--- src/rtl/conv_window_ctrl.sv ---
// Streaming window-enable controller for the convolver: tracks the raster position of accepted
// pixels and raises out_valid with output-map coordinates for every complete, stride-aligned window.
module conv_window_ctrl #(
  parameter int IMAGE_W     = 28,
  parameter int IMAGE_H     = 28,
  parameter int KERNEL_SIZE = 5,
  parameter int STRIDE      = 1,
  localparam int OUT_W      = (IMAGE_W - KERNEL_SIZE) / STRIDE + 1,
  localparam int OUT_H      = (IMAGE_H - KERNEL_SIZE) / STRIDE + 1,
  localparam int IMAGE_MAX  = (IMAGE_W > IMAGE_H) ? IMAGE_W : IMAGE_H,
  localparam int CW         = $clog2(IMAGE_MAX + 1)
) (
  input  logic          clk,
  input  logic          reset,
  input  logic          start,
  input  logic          pixel_valid,
  output logic          pixel_ready,
  output logic          out_valid,
  input  logic          out_ready,
  output logic [CW-1:0] out_row,
  output logic [CW-1:0] out_col,
  output logic          busy,
  output logic          frame_done
);

  // state | meaning
  // IDLE  | waiting for start
  // RUN   | accepting pixels of the frame
  // DRAIN | last pixel taken, waiting for the final window to be handshaken
  typedef enum logic [1:0] {IDLE, RUN, DRAIN} state_t;

  localparam int PW = (STRIDE > 1) ? $clog2(STRIDE) : 1;
  localparam logic [CW-1:0] COL_LAST  = CW'(IMAGE_W - 1);
  localparam logic [CW-1:0] ROW_LAST  = CW'(IMAGE_H - 1);
  localparam logic [CW-1:0] EDGE_MIN  = CW'(KERNEL_SIZE - 1);
  localparam logic [CW-1:0] OCOL_LAST = CW'(OUT_W - 1);
  localparam logic [PW-1:0] PH_LAST   = PW'(STRIDE - 1);

  state_t        state;
  logic [CW-1:0] col, row, nxt_col, nxt_row;
  logic [PW-1:0] col_ph, row_ph;
  logic          accept, col_in, row_in, hit;

  assign pixel_ready = (state == RUN) && !(out_valid && !out_ready);
  assign busy        = (state != IDLE);
  assign accept      = pixel_valid && pixel_ready;
  assign col_in      = (col >= EDGE_MIN);
  assign row_in      = (row >= EDGE_MIN);
  // Phase counters start at the first full-window column/row, so phase 0 marks the stride grid.
  assign hit         = accept && col_in && row_in && (col_ph == '0) && (row_ph == '0);

  always_ff @(posedge clk) begin
    if (!reset) begin
      state      <= IDLE;
      col        <= '0;
      row        <= '0;
      col_ph     <= '0;
      row_ph     <= '0;
      nxt_col    <= '0;
      nxt_row    <= '0;
      out_valid  <= 1'b0;
      out_row    <= '0;
      out_col    <= '0;
      frame_done <= 1'b0;
    end else begin
      frame_done <= 1'b0;
      if (out_valid && out_ready) out_valid <= 1'b0;
      case (state)
        IDLE: begin
          if (start) begin
            state   <= RUN;
            col     <= '0;
            row     <= '0;
            col_ph  <= '0;
            row_ph  <= '0;
            nxt_col <= '0;
            nxt_row <= '0;
          end
        end
        RUN: begin
          if (accept) begin
            if (hit) begin
              out_valid <= 1'b1;
              out_row   <= nxt_row;
              out_col   <= nxt_col;
              if (nxt_col == OCOL_LAST) begin
                nxt_col <= '0;
                nxt_row <= nxt_row + 1'b1;
              end else begin
                nxt_col <= nxt_col + 1'b1;
              end
            end
            if (col == COL_LAST) begin
              col    <= '0;
              col_ph <= '0;
              if (row == ROW_LAST) begin
                row    <= '0;
                row_ph <= '0;
                state  <= DRAIN;
              end else begin
                row <= row + 1'b1;
                if (row_in) row_ph <= (row_ph == PH_LAST) ? '0 : row_ph + 1'b1;
              end
            end else begin
              col <= col + 1'b1;
              if (col_in) col_ph <= (col_ph == PH_LAST) ? '0 : col_ph + 1'b1;
            end
          end
        end
        DRAIN: begin
          if (!out_valid || out_ready) begin
            state      <= IDLE;
            frame_done <= 1'b1;
          end
        end
        default: state <= IDLE;
      endcase
    end
  end

endmodule
--- config.mk ---
export PLATFORM = sky130hd
export DESIGN_NAME = conv_window_ctrl
export DESIGN_NICKNAME = d
export VERILOG_FILES = /design/src/rtl/conv_window_ctrl.sv
export SDC_FILE = /design/constraint.sdc
export NUM_CORES = 1
export LEC_CHECK = 0
export CAP_MARGIN = 20
export CORE_MARGIN = 2
export CORE_UTILIZATION = 30
export DETAILED_ROUTE_END_ITERATION = 6
export HOLD_SLACK_MARGIN = 0.03
export PLACE_DENSITY = 0.52
export SYNTH_ARGS = -nofsm -noshare
export SYNTH_HDL_FRONTEND = slang
export SYNTH_SLANG_ARGS = --single-unit
--- constraint.sdc ---
create_clock -name clk -period 4.4 [get_ports clk]
set_clock_uncertainty 0.05 [all_clocks]
set_input_delay 1.32 -clock clk [delete_from_list [all_inputs] [get_ports clk]]
set_output_delay 1.32 -clock clk [all_outputs]
set_load 0.02 [all_outputs]
==> impl_metrics.py, run 1 <==
metrics = {
    "run_status": {
        "status": "finished clean",
    },
    "setup_path": {
        "ff2ff_path_depth": 5,
        "cp_max_fo": 3,
        "path_class": "in -> out",
        "end_kind": "primary output",
        "crit_required_ns": 3.03,
        "worstPathArrival_ns": 2.70,
        "start_kind": "input pin",
    },
    "timing": {
        "fin_tns_setup_ns": 0,
        "max-slew-margin-rel_pct": 43.5,
        "slew_viol_final": 0,
        "setup_viol": 0,
        "rsz0062_at_grt": "no",
        "tightest_slew_ns": 0.846,
        "max_freq_mhz": 246,
        "hold_violations": 0,
        "fin_crit_sh_pct": 92.4,
        "period_minus_slack_ns": 4.07,
        "worst_slack_ns": 0.333,
    },
    "global_routing": {
        "grt_pass1_vias": 1310,
        "grt_pass1_wl_mm": 6.27,
        "grt-ovfl-total": 0,
        "gr-usage-all-layers_pct": 12.7,
        "grt_max_degree": 24,
        "antenna_found_initial": 0,
    },
    "detailed_routing": {
        "num_vias": 1364,
        "drt_drc_violations_left": 0,
        "dr.pass1.iters": 4,
        "totalWireLength_mm": 3.65,
        "drtIter0Drc": 58,
        "wire_per_inst_um": 12.8,
        "ant_nets": 0,
        "vias_per_cell": 4.79,
    },
    "place": {
        "post-dp-hpwl_mm": 2.53,
        "gp_congestion": 0.744,
        "post-place-ws_ns": 0.336,
        "io_buffers": 18,
        "place_inst": 278,
    },
    "power_and_ir_drop": {
        "comb_power_share_pct": 12.6,
        "power_frac_seq_pct": 52.0,
        "clkPwrFrac_pct": 35.4,
        "power_density_nw_per_um2": 299,
        "swShare_pct": 26.9,
        "vdd_ir_drop_max_mv": 0.153,
        "p_int_mw": 0.450,
        "net-switching-power_mw": 0.165,
        "power.leakage_nw": 0.717,
    },
    "synth": {
        "synth_edf_count": 0,
        "synth-seq-cells": 34,
        "yosysSeqAreaShare_pct": 39.2,
        "yosysUniqueCellTypes": 51,
        "netlist_instances": 194,
        "yosysWarningCount": 0,
        "synthFlopType": "dfxtp_1",
        "syn_area_sq_um": 1740,
        "synth_area_leaders": "dfxtp_1 39%, mux2i_1 7.5%, nand2_1 4.8%, nor2b_1 4.7%, ha_1 4.3%",
        "syn_nets": 205,
        "yosysTopAreaCell": "dfxtp_1",
        "synth_top_cell_area_share_pct": 39.2,
        "async_reset_ff_share_pct": 0,
        "avgSynthCellArea_sq_um": 8.95,
    },
    "clock_network": {
        "cts_tree": "done",
        "post_cts_buffers": 0,
        "clk_path_buf_depth": 2,
        "numCtsBuffers": 5,
        "clkTransAtPathRegs_ns": 0.06,
        "cts.sinks": 34,
        "cts-root-buf": "clkbuf_8",
        "cts_max_level": 2,
        "hold_buffers": 0,
        "cts_resized": 0,
        "clock_latency_ns": 0.28,
    },
    "layout": {
        "multi_input_area_sq_um": 986,
        "regArea_sq_um": 681,
        "diodes": 0,
        "drive_above_1_share_pct": 9.39,
        "final_common_cell": "dfxtp_1",
        "fillCellCount": 572,
        "nNetsFinal": 224,
        "final_core_util_pct": 37.2,
        "area_delta_synth_final_pct": 18.7,
        "mostFrequentLayoutCells": "34 x dfxtp_1, 22 x nand2_1, 18 x clkdlybuf4s50_1",
        "layoutNonFillerInstCount": 285,
    },
    "floorplan": {
        "initial_core_util_pct": 31.3,
        "fp.dieH_um": 80.1,
        "die_area_sq_um": 6410,
        "placementRows": 27,
        "io_pins": 19,
        "die_x_um": 80.1,
        "core_area_sq_um": 5540,
    },
    "min_path": {
        "worstHoldPathCells": 2,
        "hold_class": "reg -> reg",
    },
    "flow_run": {
        "cap_violations": 0,
    },
}
stage by stage:
stage	hold WS, ns	area, sq um	power [mW]
finish	0.433	2060	0.615
global route	0.470	2060	0.653
CTS	0.438	2060	0.627
detailed placement	0.429	1980	0.405
global placement	0.429	1980	0.406
floorplan	0.405	1740	0.384
cell families after synthesis:
kind of cell,after synthesis,synth area share (%)
DFF,34,39.2
adders and majority gates,6,4.32
AOI/OAI and AO/OA,42,16.9
muxes,13,7.49
buffers and inverters,15,4.03
and+or+nand+nor,84,28.1
cell type report:
class,instances,share of cell area (%)
multi-input combinational,145,47.8
sequential,34,33.0
inverter,6,1.09
tap,72,4.37
clock buffer,5,3.34
timing repair buffer,21,9.84
clock inverter,2,0.486
worst max-delay path, cell delays in order:
cell	delay [ns]
clkdlybuf4s50_1	0.47
and2b_1	0.21
nor2_1	0.09
clkdlybuf4s50_1	0.61
sequential cells by signal, summed over array words and instances (netlist names):
name        flops
col             5
nxt_col         5
nxt_row         5
out_col         5
out_row         5
row             5
state           2
frame_done      1
out_valid       1
power groups by stage:
stage | registers [mW] | clock network [mW] | logic [mW]
after global routing | 0.321 | 0.246 | 0.0869
after CTS | 0.320 | 0.228 | 0.0791
after global placement | 0.327 | 0 | 0.0790
final | 0.320 | 0.218 | 0.0777
after floorplan | 0.322 | 0 | 0.0619
after detailed placement | 0.327 | 0 | 0.0786
layer usage:
layer	global-route usage, %	vias up	routed length, um
li1	-	726	-
met2	19.1	25	1550
met3	3.48	2	131
met1	17.2	611	1920
met5	0	-	0
met4	5.08	0	43
cells in the mapped netlist (2+ instances only):
cell / n
and2_1: 2
buf_2: 2
a21oi_1: 7
o21a_1: 4
nand2b_1: 3
o21ai_0: 4
nand4_1: 2
ha_1: 6
nand3_1: 10
clkbuf_1: 5
a211oi_1: 2
or4_1: 2
nor4_1: 3
nand2_1: 22
dfxtp_1: 34
nor3_1: 3
nor2b_1: 13
mux2i_1: 13
nor2_1: 5
or3_1: 4
a21boi_1: 7
inv_1: 6
o21ai_1: 7
final timing paths:
path,slack (ns),end,start
worst max-delay path,0.33,pixel_ready,out_ready
worst min-delay path,0.43,col[1],col[1]
worst max register to register,2.14,nxt_col[4],state[0]
worst min register to register,0.43,col[1],col[1]
No activity file was read; power rests on OpenSTA's default activity.
==> inputs of run 2 (changes only) <==
- CORE_UTILIZATION: 30 -> 59
- PLACE_DENSITY: 0.52 -> 0.87
==> impl_metrics.py, run 2 (same netlist as run 1, synthesis figures left out) <==
metrics = {
    "run_status": {
        "status": "finished clean",
    },
    "global_routing": {
        "grt_busiest_layer": "met2",
        "grt_max_degree": 23,
        "gr-usage-all-layers_pct": 23.4,
        "grtUsageMet2_pct": 39.3,
        "grt-ovfl-total": 0,
        "use_met3_pct": 6.03,
        "antenna_found_initial": 0,
        "grtUsageMet1_pct": 27.8,
        "grt_pass1_vias": 1435,
        "grt_pass1_wl_mm": 6.07,
    },
    "power_and_ir_drop": {
        "p_int_mw": 0.420,
        "power_density_nw_per_um2": 294,
        "net-switching-power_mw": 0.162,
        "power_frac_seq_pct": 54.9,
        "clkPwrFrac_pct": 31.6,
        "comb_power_share_pct": 13.4,
        "swShare_pct": 27.9,
        "power.leakage_nw": 0.697,
        "vdd_ir_drop_max_mv": 0.287,
        "power.total_mw": 0.583,
    },
    "clock_network": {
        "cts_resized": 0,
        "numCtsBuffers": 5,
        "cts_max_level": 2,
        "clk_path_buf_depth": 2,
        "clock_latency_ns": 0.34,
        "cts.sinks": 34,
        "hold_buffers": 0,
        "cts_tree": "done",
        "clkTransAtPathRegs_ns": 0.10,
        "cts-root-buf": "clkbuf_4",
        "post_cts_buffers": 0,
    },
    "timing": {
        "rsz0062_at_grt": "no",
        "period_minus_slack_ns": 4.08,
        "slew_viol_final": 0,
        "setup_viol": 0,
        "tightest_slew_ns": 0.797,
        "hold_ws_ns": 0.445,
        "max-slew-margin-rel_pct": 46.8,
        "fin_tns_setup_ns": 0,
        "hold_violations": 0,
        "max_freq_mhz": 245,
        "fin_crit_sh_pct": 92.8,
    },
    "layout": {
        "mostFrequentLayoutCells": "34 x dfxtp_1, 22 x nand2_1, 18 x clkdlybuf4s50_1",
        "regArea_sq_um": 681,
        "drive_above_1_share_pct": 8.96,
        "fillCellCount": 224,
        "multi_input_area_sq_um": 986,
        "area_delta_synth_final_pct": 14.0,
        "nNetsFinal": 222,
        "diodes": 0,
        "final_common_cell": "dfxtp_1",
        "final_cell_area_sq_um": 1980,
    },
    "setup_path": {
        "ff2ff_path_depth": 5,
        "start_kind": "input pin",
        "worstPathArrival_ns": 2.71,
        "slowest_delay_ns": 0.61,
        "crit_chain": "clkdlybuf4s50_1 > and2b_1 > nor2_1 > clkdlybuf4s50_1",
        "cp_max_fo": 3,
        "path_class": "in -> out",
        "end_kind": "primary output",
        "crit_required_ns": 3.03,
        "crit_family": "buffers and inverters",
        "cpMostUsedCell": "clkdlybuf4s50_1",
        "cpMaxStageDelayCell": "clkdlybuf4s50_1",
        "r2r_end": "out_row[4]",
        "reg2reg_slack_ns": 2.15,
        "critPathBufInv": 2,
        "r2r_start": "state[0]",
    },
    "floorplan": {
        "fp.dieH_um": 58.3,
        "die_x_um": 58.3,
        "die_area_sq_um": 3390,
        "initial_core_util_pct": 62.4,
        "core_area_sq_um": 2780,
        "io_pins": 19,
        "placementRows": 19,
    },
    "flow_run": {
        "cap_violations": 0,
    },
    "place": {
        "gp_congestion": 0.797,
        "place_area_sq_um": 1920,
        "post-dp-hpwl_mm": 2.53,
        "io_buffers": 18,
    },
    "min_path": {
        "worstHoldPathCells": 2,
        "hold_class": "reg -> reg",
        "holdCritStartpoint": "col[1]",
        "hold_end": "col[1]",
    },
    "detailed_routing": {
        "totalWireLength_mm": 3.52,
        "drt_drc_violations_left": 0,
        "vias_per_cell": 6.02,
        "dr.pass1.iters": 4,
        "wire_per_inst_um": 14.5,
        "drtIter0Drc": 53,
        "ant_nets": 0,
        "num_vias": 1463,
    },
}
-- run 2: cell count changes in the layout (fill, tap and decap cells not counted), sizes merged --
cell      delta
clkinv       -1
buf          -2
clkinvlp     +1
clkbuf       +1
-- run 2: area by class of cell --
class / count / share of cell area, %
multi-input combinational: 145 / 49.8
sequential: 34 / 34.4
timing repair buffer: 19 / 9.48
clock buffer: 6 / 2.59
tap: 31 / 1.96
inverter: 6 / 1.14
clock inverter: 2 / 0.632
-- run 2: metrics by stage --
step	setup slack [ns]	utilization (%)	cells
floorplan	1.24	-	194
global placement	0.357	68.9	235
CTS	0.311	71.2	243
global route	0.244	71.2	243
detailed placement	0.315	68.9	235
finish	0.319	71.2	243
-- run 2: worst max-delay path by stage --
stage	startpoint	to	slack, ns	depth (start not counted)
after floorplan	out_ready	pixel_ready	1.24	2
after global placement	out_ready	pixel_ready	0.36	4
after detailed placement	out_ready	pixel_ready	0.32	4
after CTS	out_ready	pixel_ready	0.31	4
after global routing	out_ready	pixel_ready	0.24	4
final	out_ready	pixel_ready	0.32	4
-- run 2: power groups by stage --
| stage | Sequential, mW | Clock (mW) | Combinational [mW] |
|---|---|---|---|
| after floorplan | 0.322 | 0 | 0.0619 |
| after global placement | 0.326 | 0 | 0.0738 |
| after detailed placement | 0.327 | 0 | 0.0768 |
| after CTS | 0.320 | 0.189 | 0.0772 |
| after global routing | 0.320 | 0.202 | 0.0860 |
| final | 0.320 | 0.184 | 0.0783 |
-- run 2: worst reg2reg max path: stages, from the launching register on --
cell and delay (ns):
dfxtp_1 0.60, and2b_4 0.35, nand3_4 0.13, nor2_2 0.65, mux2i_1 0.29, nor2b_1 0.08
-- run 2: routing by layer --
| metal | vias up | share of wire (%) |
|---|---|---|
| met1 | 674 | 45 |
| met5 | - | 0 |
| met3 | 8 | 5.4 |
| li1 | 727 | - |
| met4 | 0 | 1.4 |
| met2 | 54 | 48 |
==> inputs of run 3 (changes only) <==
- MAX_ROUTING_LAYER: default -> met4
- SLEW_MARGIN: default -> 20
==> impl_metrics.py, run 3 (same netlist as run 1, synthesis figures left out) <==
metrics = {
    "floorplan": {
        "placementRows": 19,
        "die_area_sq_um": 3390,
        "die_x_um": 58.3,
        "initial_core_util_pct": 62.4,
        "core_area_sq_um": 2780,
        "fp.dieH_um": 58.3,
        "io_pins": 19,
    },
    "layout": {
        "drive_above_1_share_pct": 8.96,
        "nNetsFinal": 222,
        "fillCellCount": 224,
        "area_delta_synth_final_pct": 14.0,
        "mostFrequentLayoutCells": "34 x dfxtp_1, 22 x nand2_1, 18 x clkdlybuf4s50_1",
        "final_core_util_pct": 71.2,
        "multi_input_area_sq_um": 986,
        "regArea_sq_um": 681,
        "diodes": 0,
        "layoutNonFillerInstCount": 243,
        "final_common_cell": "dfxtp_1",
        "final_cell_area_sq_um": 1980,
    },
    "power_and_ir_drop": {
        "power.leakage_nw": 0.697,
        "vdd_ir_drop_max_mv": 0.288,
        "comb_power_share_pct": 13.4,
        "power_frac_seq_pct": 54.8,
        "power_density_nw_per_um2": 295,
        "p_int_mw": 0.420,
        "clkPwrFrac_pct": 31.8,
        "swShare_pct": 28.0,
        "net-switching-power_mw": 0.164,
        "power.total_mw": 0.584,
    },
    "global_routing": {
        "grt_pass1_vias": 1432,
        "antenna_found_initial": 0,
        "gr-usage-all-layers_pct": 24.1,
        "grt-ovfl-total": 0,
        "grt_max_degree": 23,
        "grt_pass1_wl_mm": 6.07,
    },
    "place": {
        "post-dp-hpwl_mm": 2.53,
        "io_buffers": 18,
        "place_inst": 235,
        "post-place-ws_ns": 0.315,
        "gp_congestion": 0.808,
        "place_area_sq_um": 1920,
    },
    "detailed_routing": {
        "dr.pass1.iters": 4,
        "vias_per_cell": 6.04,
        "drt_drc_violations_left": 0,
        "num_vias": 1467,
        "ant_nets": 0,
        "drtIter0Drc": 46,
        "wire_per_inst_um": 14.6,
        "totalWireLength_mm": 3.54,
    },
    "run_status": {
        "status": "finished clean",
    },
    "clock_network": {
        "cts_tree": "done",
        "cts-root-buf": "clkbuf_4",
        "clkTransAtPathRegs_ns": 0.10,
        "clock_latency_ns": 0.34,
        "numCtsBuffers": 5,
        "hold_buffers": 0,
        "cts.sinks": 34,
        "cts_max_level": 2,
        "post_cts_buffers": 0,
        "clk_path_buf_depth": 2,
        "cts_resized": 0,
    },
    "setup_path": {
        "cp_max_fo": 3,
        "path_class": "in -> out",
        "worstPathArrival_ns": 2.71,
        "start_kind": "input pin",
        "crit_required_ns": 3.03,
        "end_kind": "primary output",
    },
    "timing": {
        "fin_tns_setup_ns": 0,
        "rsz0062_at_grt": "no",
        "hold_violations": 0,
        "tightest_slew_ns": 0.812,
        "fin_crit_sh_pct": 92.8,
        "worst_slack_ns": 0.318,
        "max_freq_mhz": 245,
        "slew_viol_final": 0,
        "max-slew-margin-rel_pct": 45.8,
        "setup_viol": 0,
        "hold_ws_ns": 0.445,
        "period_minus_slack_ns": 4.08,
    },
    "flow_run": {
        "cap_violations": 0,
    },
    "min_path": {
        "hold_class": "reg -> reg",
    },
}
## run 3: cell counts in the layout (fill, tap and decap cells not counted)
Identical to the previous run, type by type.
## run 3: power by group through the flow
stage	registers (mW)	clock network (mW)	logic [mW]
2_1_floorplan	0.322	0	0.0619
3_3_place_gp	0.326	0	0.0738
3_5_place_dp	0.327	0	0.0768
4_1_cts	0.320	0.189	0.0772
5_1_grt	0.320	0.202	0.0860
6_report	0.320	0.185	0.0784
## run 3: final cells by class
| class | instances | area share, % |
|---|---|---|
| multi-input combinational | 145 | 49.8 |
| sequential | 34 | 34.4 |
| timing repair buffer | 19 | 9.48 |
| clock buffer | 6 | 2.59 |
| tap | 31 | 1.96 |
| inverter | 6 | 1.14 |
| clock inverter | 2 | 0.632 |
## run 3: final timing paths
path / start / depth (start not counted) / slack (ns) / end
max: out_ready / 4 / 0.32 / pixel_ready
min: col[1] / 2 / 0.44 / col[1]
max reg2reg: state[0] / 5 / 2.14 / out_row[4]
min reg2reg: col[1] / 2 / 0.44 / col[1]
## run 3: metal layers
layer | vias up | GRT usage, % | share of wire [%]
met2 | 48 | 39.3 | 48
met3 | 9 | 6.03 | 4.8
met5 | - | - | 0
met4 | 0 | 11.0 | 1.6
met1 | 687 | 27.8 | 45
li1 | 723 | - | -
## run 3: worst max-delay path: stages
cell,delay [ns]
clkdlybuf4s50_1,0.48
and2b_1,0.21
nor2_1,0.10
clkdlybuf4s50_1,0.61
